## src/rtl/mem_access_unit_pkg.sv

```systemverilog
// Shared types and constants for the data-memory access unit.
// Word-addressed memory: word index = byte address [MemAddrWidth+1:2].
package mem_access_unit_pkg;

    localparam int unsigned XLEN         = 32;
    localparam int unsigned MemAddrWidth = 10;
    localparam int unsigned ADDR_W       = MemAddrWidth + 2;

    typedef logic [XLEN-1:0] Register;
    typedef logic            Signal;

    localparam Signal ENABLE  = 1'b1;
    localparam Signal DISABLE = 1'b0;

    typedef enum logic [1:0] {
        SIZE_BYTE = 2'd0,
        SIZE_HALF = 2'd1,
        SIZE_WORD = 2'd2
    } AccessSize;

    typedef enum logic [2:0] {
        IDLE = 3'd0,
        RD   = 3'd1,
        WR   = 3'd2,
        RESP = 3'd3,
        ERR  = 3'd4
    } MauState;

    // Halfwords need even addresses; words need addr[1:0] == 0.
    function automatic logic is_misaligned(input AccessSize size, input logic [1:0] addr_lo);
        case (size)
            SIZE_BYTE: is_misaligned = 1'b0;
            SIZE_HALF: is_misaligned = addr_lo[0];
            default:   is_misaligned = (addr_lo != 2'b00);
        endcase
    endfunction

endpackage

```

## src/rtl/mau_lane_align.sv

```systemverilog
// Little-endian lane extraction/extension for loads and lane merge for sub-word stores.
module mau_lane_align
    import mem_access_unit_pkg::*;
(
    input  Register    rdata,
    input  Register    wdata,
    input  logic [1:0] addr_lo,
    input  AccessSize  size,
    input  logic       is_unsigned,
    output Register    load_data,
    output Register    store_word
);

    logic [7:0]  byte_sel;
    logic [15:0] half_sel;

    always_comb begin
        byte_sel   = rdata[7:0];
        half_sel   = addr_lo[1] ? rdata[31:16] : rdata[15:0];
        load_data  = rdata;
        store_word = wdata;

        case (addr_lo)
            2'd0:    byte_sel = rdata[7:0];
            2'd1:    byte_sel = rdata[15:8];
            2'd2:    byte_sel = rdata[23:16];
            default: byte_sel = rdata[31:24];
        endcase

        case (size)
            SIZE_BYTE: begin
                load_data  = is_unsigned ? {24'd0, byte_sel} : {{24{byte_sel[7]}}, byte_sel};
                store_word = rdata;
                case (addr_lo)
                    2'd0:    store_word[7:0]   = wdata[7:0];
                    2'd1:    store_word[15:8]  = wdata[7:0];
                    2'd2:    store_word[23:16] = wdata[7:0];
                    default: store_word[31:24] = wdata[7:0];
                endcase
            end
            SIZE_HALF: begin
                load_data  = is_unsigned ? {16'd0, half_sel} : {{16{half_sel[15]}}, half_sel};
                store_word = rdata;
                if (addr_lo[1]) begin
                    store_word[31:16] = wdata[15:0];
                end else begin
                    store_word[15:0]  = wdata[15:0];
                end
            end
            default: begin
                load_data  = rdata;
                store_word = wdata;
            end
        endcase
    end

endmodule

```

## src/rtl/mem_access_unit.sv

```systemverilog
// Load/store initiator for the word-addressed data memory: sub-word access via
// read-modify-write, sign/zero extension and misalignment reporting.
module mem_access_unit
    import mem_access_unit_pkg::*;
(
    input  logic      clk,
    input  logic      rst_n,
    input  logic      req_valid,
    output logic      req_ready,
    input  logic      req_write,
    input  AccessSize req_size,
    input  logic      req_unsigned,
    input  Register   req_addr,
    input  Register   req_wdata,
    output logic      resp_valid,
    output logic      resp_error,
    output Register   resp_rdata,
    output Register   mem_addr,
    output Signal     mem_read,
    output Signal     mem_write,
    output Register   mem_wdata,
    input  Register   mem_rdata
);

    // Word-aligned, limited to the bits the memory decodes.
    localparam Register MemAddrMask = Register'((64'd1 << ADDR_W) - 64'd1) & ~Register'(32'd3);

    MauState   state;
    Register   addr_q;
    Register   wdata_q;
    Register   rdata_q;
    AccessSize size_q;
    logic      write_q;
    logic      unsigned_q;

    Register   load_data;
    Register   store_word;

    mau_lane_align u_lane_align (
        .rdata       (rdata_q),
        .wdata       (wdata_q),
        .addr_lo     (addr_q[1:0]),
        .size        (size_q),
        .is_unsigned (unsigned_q),
        .load_data   (load_data),
        .store_word  (store_word)
    );

    // State register plus latched request and read data.
    always_ff @(posedge clk or negedge rst_n) begin
        if (!rst_n) begin
            state      <= IDLE;
            addr_q     <= '0;
            wdata_q    <= '0;
            rdata_q    <= '0;
            size_q     <= SIZE_BYTE;
            write_q    <= 1'b0;
            unsigned_q <= 1'b0;
        end else begin
            case (state)
                IDLE: begin
                    if (req_valid) begin
                        addr_q     <= req_addr;
                        wdata_q    <= req_wdata;
                        size_q     <= req_size;
                        write_q    <= req_write;
                        unsigned_q <= req_unsigned;
                        if (is_misaligned(req_size, req_addr[1:0])) begin
                            state <= ERR;
                        end else if (!req_write || (req_size != SIZE_WORD)) begin
                            state <= RD;
                        end else begin
                            state <= WR;
                        end
                    end
                end
                RD: begin
                    rdata_q <= mem_rdata;
                    state   <= write_q ? WR : RESP;
                end
                WR:      state <= RESP;
                RESP:    state <= IDLE;
                ERR:     state <= IDLE;
                default: state <= IDLE;
            endcase
        end
    end

    // Outputs decode registers only, so reset clears them (and mem_write) at once.
    assign req_ready  = (state == IDLE);
    assign mem_read   = (state == RD) ? ENABLE : DISABLE;
    assign mem_write  = (state == WR) ? ENABLE : DISABLE;
    assign mem_addr   = ((state == RD) || (state == WR)) ? (addr_q & MemAddrMask) : '0;
    assign mem_wdata  = (state == WR) ? ((size_q == SIZE_WORD) ? wdata_q : store_word) : '0;
    assign resp_valid = (state == RESP) || (state == ERR);
    assign resp_error = (state == ERR);
    assign resp_rdata = ((state == RESP) && !write_q) ? load_data : '0;

endmodule

```

## config.mk

```make
export PLATFORM = sky130hd
export DESIGN_NAME = mem_access_unit
export DESIGN_NICKNAME = d
export VERILOG_FILES = /design/src/rtl/mem_access_unit_pkg.sv /design/src/rtl/mau_lane_align.sv /design/src/rtl/mem_access_unit.sv
export SDC_FILE = /design/constraint.sdc
export NUM_CORES = 1
export LEC_CHECK = 0
export CORE_MARGIN = 2
export CORE_UTILIZATION = 49
export CTS_CLUSTER_DIAMETER = 40
export CTS_CLUSTER_SIZE = 25
export DETAILED_ROUTE_END_ITERATION = 16
export PLACE_DENSITY = 0.89
export RECOVER_POWER = 25
export SLEW_MARGIN = 20
export SYNTH_ARGS = -nofsm -noshare
export SYNTH_HDL_FRONTEND = slang
export SYNTH_SLANG_ARGS = --single-unit
```

## constraint.sdc

```tcl
create_clock -name clk -period 4.12 [get_ports clk]
set_input_delay 0.824 -clock clk [delete_from_list [all_inputs] [get_ports clk]]
set_output_delay 0.824 -clock clk [all_outputs]
set_load 0.02 [all_outputs]
```

==> results.py, run 1 <==
metrics = {
    "clock_network": {
        "clock_tree_from_tritoncts": "yes",
        "postCtsHoldBufs": 0,
        "cts_repair_resizes": 0,
        "cts_max_level": 3,
        "clock_sinks": 83,
        "post-cts-setup-buffers": 0,
        "clock-root-buffer": "sky130_fd_sc_hd__clkbuf_8",
        "cts_inserted_buffers": 9,
        "clock_latency_ps": 380,
        "cts_max_path_buffers": 2,
        "path_clk_slew_ps": 80,
    },
    "logic_synthesis": {
        "async_flop_share_pct": 100.0,
        "netlist_instances": 525,
        "synth.largest_area_cell": "sky130_fd_sc_hd__dfrtp_1",
        "syn_avg_cell_area_um2": 10.42,
        "fraction_of_the_yosys_area_taken_by_sequential_cells_pct": 37.97,
        "synthFlopType": "sky130_fd_sc_hd__dfrtp_1",
        "synth.lib_cells_used.distinct": 52,
        "yosys.area.top_type_share_pct": 37.97,
        "ys_top_cells_by_area": "sky130_fd_sc_hd__dfrtp_1 (38%), sky130_fd_sc_hd__mux2_2 (17%), sky130_fd_sc_hd__buf_4 (4.5%)",
        "syn-cell-area_um2": 5470,
        "yosysWarningCount": 0,
        "synth_seq_cells": 83,
        "synth_edf_count": 0,
    },
    "run": {
        "max_cap_viols": 1,
    },
    "routing": {
        "met1_layer_wirelength_in_the_final_routing_um": 6695,
        "detailroute.wirelength.met2_um": 7867,
        "remaining_drc_errors": 0,
        "drt_pass1_iterations": 5,
        "ant_nets": 0,
        "dr.max_layer_used": "met4",
        "average_vias_per_placed_instance": 5.991,
        "met3WireLength_um": 1441,
        "routed-via-count": 4799,
        "wirelength_um": 16420,
        "routed_wire_length_per_instance_um": 20.50,
        "drt_first_iter_violations": 307,
    },
    "timing": {
        "report.final.slew_viol_count": 84,
        "finalSetupTns_ps": 0,
        "remaining_max_slew_budget_at_the_tightest_pin_pct": -36.32,
        "timing.final.hold_violations": 0,
        "hold-worst-slack_ps": 491.7,
        "min_period_ps": 3835,
        "maxClockFrequency_mhz": 260.7,
        "setup_viol": 0,
        "post-route-worst-setup-slack_ps": 284.8,
        "skew_ps": 8.569,
        "period_share_pct": 93.09,
        "worst_margin_pin_slew_ps": 2045,
        "grt_setup_unrepaired": "no",
    },
    "final_layout": {
        "final-seq-area_um2": 2078,
        "num_antenna_cells": 0,
        "design.final.nets": 761,
        "mostFrequentLayoutCell": "sky130_fd_sc_hd__clkdlybuf4s50_1",
        "num-fill-cells": 853,
        "final-instance-count-excl-fill": 801,
        "post_route_cells_drive_above_1_share_pct": 22.09,
        "commonest_non_fill_non_tap_cells_in_the_layout": "sky130_fd_sc_hd__clkdlybuf4s50_1 (160), sky130_fd_sc_hd__mux2_2 (85), sky130_fd_sc_hd__dfrtp_1 (82)",
        "multiInputGateArea_um2": 3018,
        "area_added_between_synthesis_and_finish_pct": 30.63,
    },
    "placed_design": {
        "globalplace.congestion": 0.8826,
        "post-place-cells": 787,
        "dp.final_hpwl_um": 11850,
        "place_worst_setup_slack_ps": 586.2,
        "port_buffers": 161,
    },
    "grt": {
        "groute.usage.overall_pct": 27.92,
        "grt_first_pass_wirelength_um": 24980,
        "pin_count_of_the_biggest_net_entering_global_routing": 84,
        "grt_antenna_before_repair": 0,
        "first_global_vias": 4655,
        "gr-total-overflow": 0,
    },
    "setup_path": {
        "worstPathRequired_ps": 3300,
        "arrival_ps": 3010,
        "criticalPathCategory": "reg -> out",
        "rrSetupSlack_ps": 1810,
        "end_kind": "output pin",
        "max_fanout_on_critical_path": 14,
        "cp-start-kind": "flop",
    },
    "power_and_ir_drop": {
        "post_route_total_power_mw": 5.698,
        "power.ir.vdd_worst_mv": 0.4329,
        "pd_cells_nw_per_um2": 797.5,
        "leakagePower_nw": 2.809,
    },
    "floorplanning": {
        "die_w_um": 109.7,
        "floorplan.initialDensity_pct": 50.24,
        "core_um2": 10890,
        "io_pins": 204,
        "dieArea_um2": 12030,
        "core.rowCount": 38,
        "die-height_um": 109.7,
    },
    "hold_path": {
        "min-delay-path-class": "reg -> reg",
    },
    "outcome": {
        "violations": "capacitance limit, slew limit",
        "result_of_the_run": "finished with violations",
    },
}
[per-layer routing]
| metal | up-vias | GRT usage, % |
|---|---|---|
| met3 | 31 | 7.943 |
| met5 | - | 0 |
| met1 | 2329 | 36.46 |
| met4 | 0 | 10.22 |
| li1 | 2164 | - |
| met2 | 275 | 44.27 |
[cells in the mapped netlist, types with 7 or more instances]
| library cell | n |
|---|---|
| sky130_fd_sc_hd__buf_2 | 14 |
| sky130_fd_sc_hd__o22ai_1 | 14 |
| sky130_fd_sc_hd__a21oi_1 | 29 |
| sky130_fd_sc_hd__and2_1 | 12 |
| sky130_fd_sc_hd__o211a_1 | 7 |
| sky130_fd_sc_hd__nor2_2 | 11 |
| sky130_fd_sc_hd__clkbuf_1 | 16 |
| sky130_fd_sc_hd__o221ai_1 | 9 |
| sky130_fd_sc_hd__dfrtp_1 | 83 |
| sky130_fd_sc_hd__nor2b_1 | 9 |
| sky130_fd_sc_hd__a221oi_1 | 7 |
| sky130_fd_sc_hd__nor2_1 | 37 |
| sky130_fd_sc_hd__buf_4 | 33 |
| sky130_fd_sc_hd__mux2i_1 | 20 |
| sky130_fd_sc_hd__mux2_2 | 85 |
| sky130_fd_sc_hd__o21ai_0 | 47 |
| sky130_fd_sc_hd__a2111oi_0 | 7 |
| sky130_fd_sc_hd__o221a_2 | 8 |
| sky130_fd_sc_hd__nand2_1 | 13 |
[per-stage QoR]
| stage | utilization [%] | area, um2 |
|---|---|---|
| after global placement | 63.95 | 6963 |
| after floorplan | - | 5549 |
| after detailed placement | 63.95 | 6963 |
| final | 65.63 | 7146 |
| after global routing | 65.63 | 7146 |
| after CTS | 65.57 | 7139 |
[logic make-up after synthesis]
kind of cell | after synthesis | share of synthesized area [%]
other | 1 | 0.06855
flip-flops | 83 | 37.97
AO/OA/AOI/OAI | 148 | 18.25
buffers and inverters | 75 | 8.577
multiplexers | 114 | 24.79
AND/OR/NAND/NOR | 104 | 10.34
[path summary, 6_finish.rpt]
kind	from	endpoint	cells past startpoint
max reg2reg	state[1]	wdata_q[24]	3
min	addr_q[8]	addr_q[8]	1
max in group asynchronous	rst_n	addr_q[0]	1
max	addr_q[1]	resp_rdata[1]	5
min in group asynchronous	rst_n	addr_q[10]	1
min reg2reg	addr_q[8]	addr_q[8]	1
[sequential cells by signal (all words and copies together) (netlist names)]
register and count:
wdata_q 32, unsigned_q 1, state 3, rdata_q 32
addr_q 12, size_q 2, write_q 1
[critical path: stages (launching register included)]
cell	delay (ps)
sky130_fd_sc_hd__dfrtp_1	580
sky130_fd_sc_hd__nand2b_1	360
sky130_fd_sc_hd__buf_4	270
sky130_fd_sc_hd__o22ai_1	100
sky130_fd_sc_hd__a2111oi_0	600
sky130_fd_sc_hd__clkdlybuf4s50_1	730
[area by class of cell]
| class | instances | share of cell area, % |
|---|---|---|
| clock buffers | 11 | 2.119 |
| clock inverters | 3 | 0.3502 |
| inverters | 6 | 0.3327 |
| multi-input cells | 388 | 42.23 |
| flip-flops and latches | 83 | 29.08 |
| well taps | 140 | 2.451 |
| repair buffers | 170 | 23.43 |
[report_power, final]
part           internal (mW)  total (mW)  switching, mW
logic                   1.60        3.24           1.64
registers               1.23        1.92          0.693
clock network          0.247       0.533          0.286
Power figures use the tool's default switching activity.
==> inputs of run 2 (changes only) <==
--- a/config.mk
+++ b/config.mk
@@ -10,7 +10,7 @@
 export CTS_CLUSTER_DIAMETER = 40
 export CTS_CLUSTER_SIZE = 25
 export DETAILED_ROUTE_END_ITERATION = 16
-export PLACE_DENSITY = 0.89
+export PLACE_DENSITY = 0.95
 export RECOVER_POWER = 25
 export SLEW_MARGIN = 20
 export SYNTH_ARGS = -nofsm -noshare
==> run 2 against run 1 <==
The run still ends with capacitance limit, slew limit left. First-iteration DRC count rose by 34%. Fmax down 0.44%. Global-route usage up 0.24 points. Critical path depth is 1 higher. Combinational power grew 1%. Clock skew barely moved. Count of clock-buffer cells in the layout did not move. Design area grew 0.23%. Sequential power is essentially flat. Sequential share of layout area is 0.066 points lower. Critical path type unchanged.
==> results.py, run 2 (synthesis gave the netlist of run 1 again) <==
metrics = {
    "timing": {
        "timing.final.hold_violations": 0,
        "setup_viol": 0,
        "min_period_ps": 3852,
        "skew_ps": 8.416,
        "maxClockFrequency_mhz": 259.6,
        "period_share_pct": 93.50,
        "report.final.slew_viol_count": 84,
        "finalSetupTns_ps": 0,
        "grt_setup_unrepaired": "no",
        "remaining_max_slew_budget_at_the_tightest_pin_pct": -40.96,
        "worst_margin_pin_slew_ps": 2114,
    },
    "clock_network": {
        "cts_inserted_buffers": 9,
        "cts_max_level": 3,
        "clock_tree_from_tritoncts": "yes",
        "path_clk_slew_ps": 80,
        "clock-root-buffer": "sky130_fd_sc_hd__clkbuf_8",
        "cts_max_path_buffers": 2,
        "clock_sinks": 83,
        "postCtsHoldBufs": 0,
        "clock_latency_ps": 390,
    },
    "grt": {
        "pin_count_of_the_biggest_net_entering_global_routing": 84,
        "globalRoute.busiestLayer": "met2",
        "grt_first_pass_wirelength_um": 25210,
        "met2_global_route_usage_pct": 45.41,
        "groute.usage.overall_pct": 28.17,
        "global_route.usage.met3_pct": 7.469,
        "gr-total-overflow": 0,
        "first_global_vias": 4594,
        "groute.layer.met1.usage_pct": 37.16,
        "grt_antenna_before_repair": 0,
    },
    "routing": {
        "average_vias_per_placed_instance": 6.022,
        "remaining_drc_errors": 0,
        "drt_first_iter_violations": 412,
        "ant_nets": 0,
        "routed_wire_length_per_instance_um": 21.07,
        "drt_pass1_iterations": 4,
        "wirelength_um": 16920,
        "routed-via-count": 4836,
    },
    "setup_path": {
        "max_fanout_on_critical_path": 15,
        "timing.critical_path.slowest_cell_delay_ps": 580,
        "critical_path.cell_chain": "or2_1, nor3_2, a2111oi_4, buf_4, nor2_1, clkdlybuf4s50_1",
        "arrival_ps": 3030,
        "cp_top_delay_family": "buffers and inverters",
        "criticalPathCategory": "reg -> out",
        "worstPathRequired_ps": 3300,
        "worst-path-buf-inv": 2,
        "cp-start-kind": "flop",
        "end_kind": "output pin",
        "worst_path_max_delay_cell": "sky130_fd_sc_hd__dfrtp_1",
    },
    "final_layout": {
        "top_regs": "rdata_q: 32 flops, wdata_q: 32 flops, addr_q: 12 flops",
        "mostFrequentLayoutCell": "sky130_fd_sc_hd__clkdlybuf4s50_1",
        "design.final.nets": 761,
        "num_antenna_cells": 0,
        "num-fill-cells": 847,
        "commonest_non_fill_non_tap_cells_in_the_layout": "sky130_fd_sc_hd__clkdlybuf4s50_1 (160), sky130_fd_sc_hd__mux2_2 (85), sky130_fd_sc_hd__dfrtp_1 (82)",
        "post_route_cells_drive_above_1_share_pct": 22.02,
        "area_added_between_synthesis_and_finish_pct": 30.92,
    },
    "power_and_ir_drop": {
        "leakagePower_nw": 2.820,
        "post_route_total_power_mw": 5.799,
        "pd_cells_nw_per_um2": 809.6,
        "power.ir.vdd_worst_mv": 0.4048,
    },
    "outcome": {
        "result_of_the_run": "finished with violations",
        "violations": "capacitance limit, slew limit",
    },
    "placed_design": {
        "globalplace.congestion": 0.8936,
        "dp.final_hpwl_um": 12160,
        "port_buffers": 161,
    },
    "floorplanning": {
        "die_w_um": 109.7,
        "core.rowCount": 38,
        "dieArea_um2": 12030,
        "die-height_um": 109.7,
        "floorplan.initialDensity_pct": 50.24,
        "io_pins": 204,
        "core_um2": 10890,
    },
    "run": {
        "max_cap_viols": 1,
    },
    "hold_path": {
        "min-delay-path-class": "reg -> reg",
    },
}
run 2: report_power, final:
group / internal [mW] / switching, mW / total, mW / leakage, nW
clock: 0.285 / 0.313 / 0.598 / 0.0983
combinational: 1.60 / 1.68 / 3.28 / 1.74
sequential: 1.23 / 0.687 / 1.92 / 0.980
run 2: timing repair:
item,CTS,global route
setup endpoints to repair,0,4
resized for setup,0,2
endpoints found under the hold margin,0,0
buffers inserted,0,0
run 2: area by class of cell:
class,instances,area [um2],area share [%]
clock buffers,11,131.4,1.834
clock inverters,5,61.31,0.8560
inverters,6,23.77,0.3319
multi-input cells,388,3018,42.14
flip-flops and latches,83,2078,29.02
well taps,140,175.2,2.446
repair buffers,170,1674,23.38
run 2: per-layer routing:
metal  vias up  routed length (um)  share of wire (%)
li1       2160                   -                  -
met1      2398                7032                 42
met2       253                8171                 48
met3        25                1420                8.4
met4         0                 295                1.7
met5         -                   0                  0
run 2: path summary, 6_finish.rpt:
kind                           start             end  slack [ps]  cells past startpoint
max in group asynchronous      rst_n       addr_q[0]        1710                      1
min in group asynchronous      rst_n     rdata_q[19]        1060                      1
setup / recovery           size_q[1]  resp_rdata[31]         270                      6
setup reg to reg            state[1]     wdata_q[24]        1840                      3
hold / removal             addr_q[8]       addr_q[8]         490                      1
hold reg to reg            addr_q[8]       addr_q[8]         490                      1
run 2: per-stage QoR:
step	hold WS (ps)	instance area, um2	std cells	utilization [%]	setup WS, ps
finish	492.1	7162	803	65.78	267.8
global route	510.0	7162	803	65.78	117.9
CTS	497.0	7156	803	65.72	201.7
detailed placement	479.4	6963	787	63.95	630.3
global placement	466.4	6963	787	63.95	699.6
floorplan	448.9	5549	546	-	1257
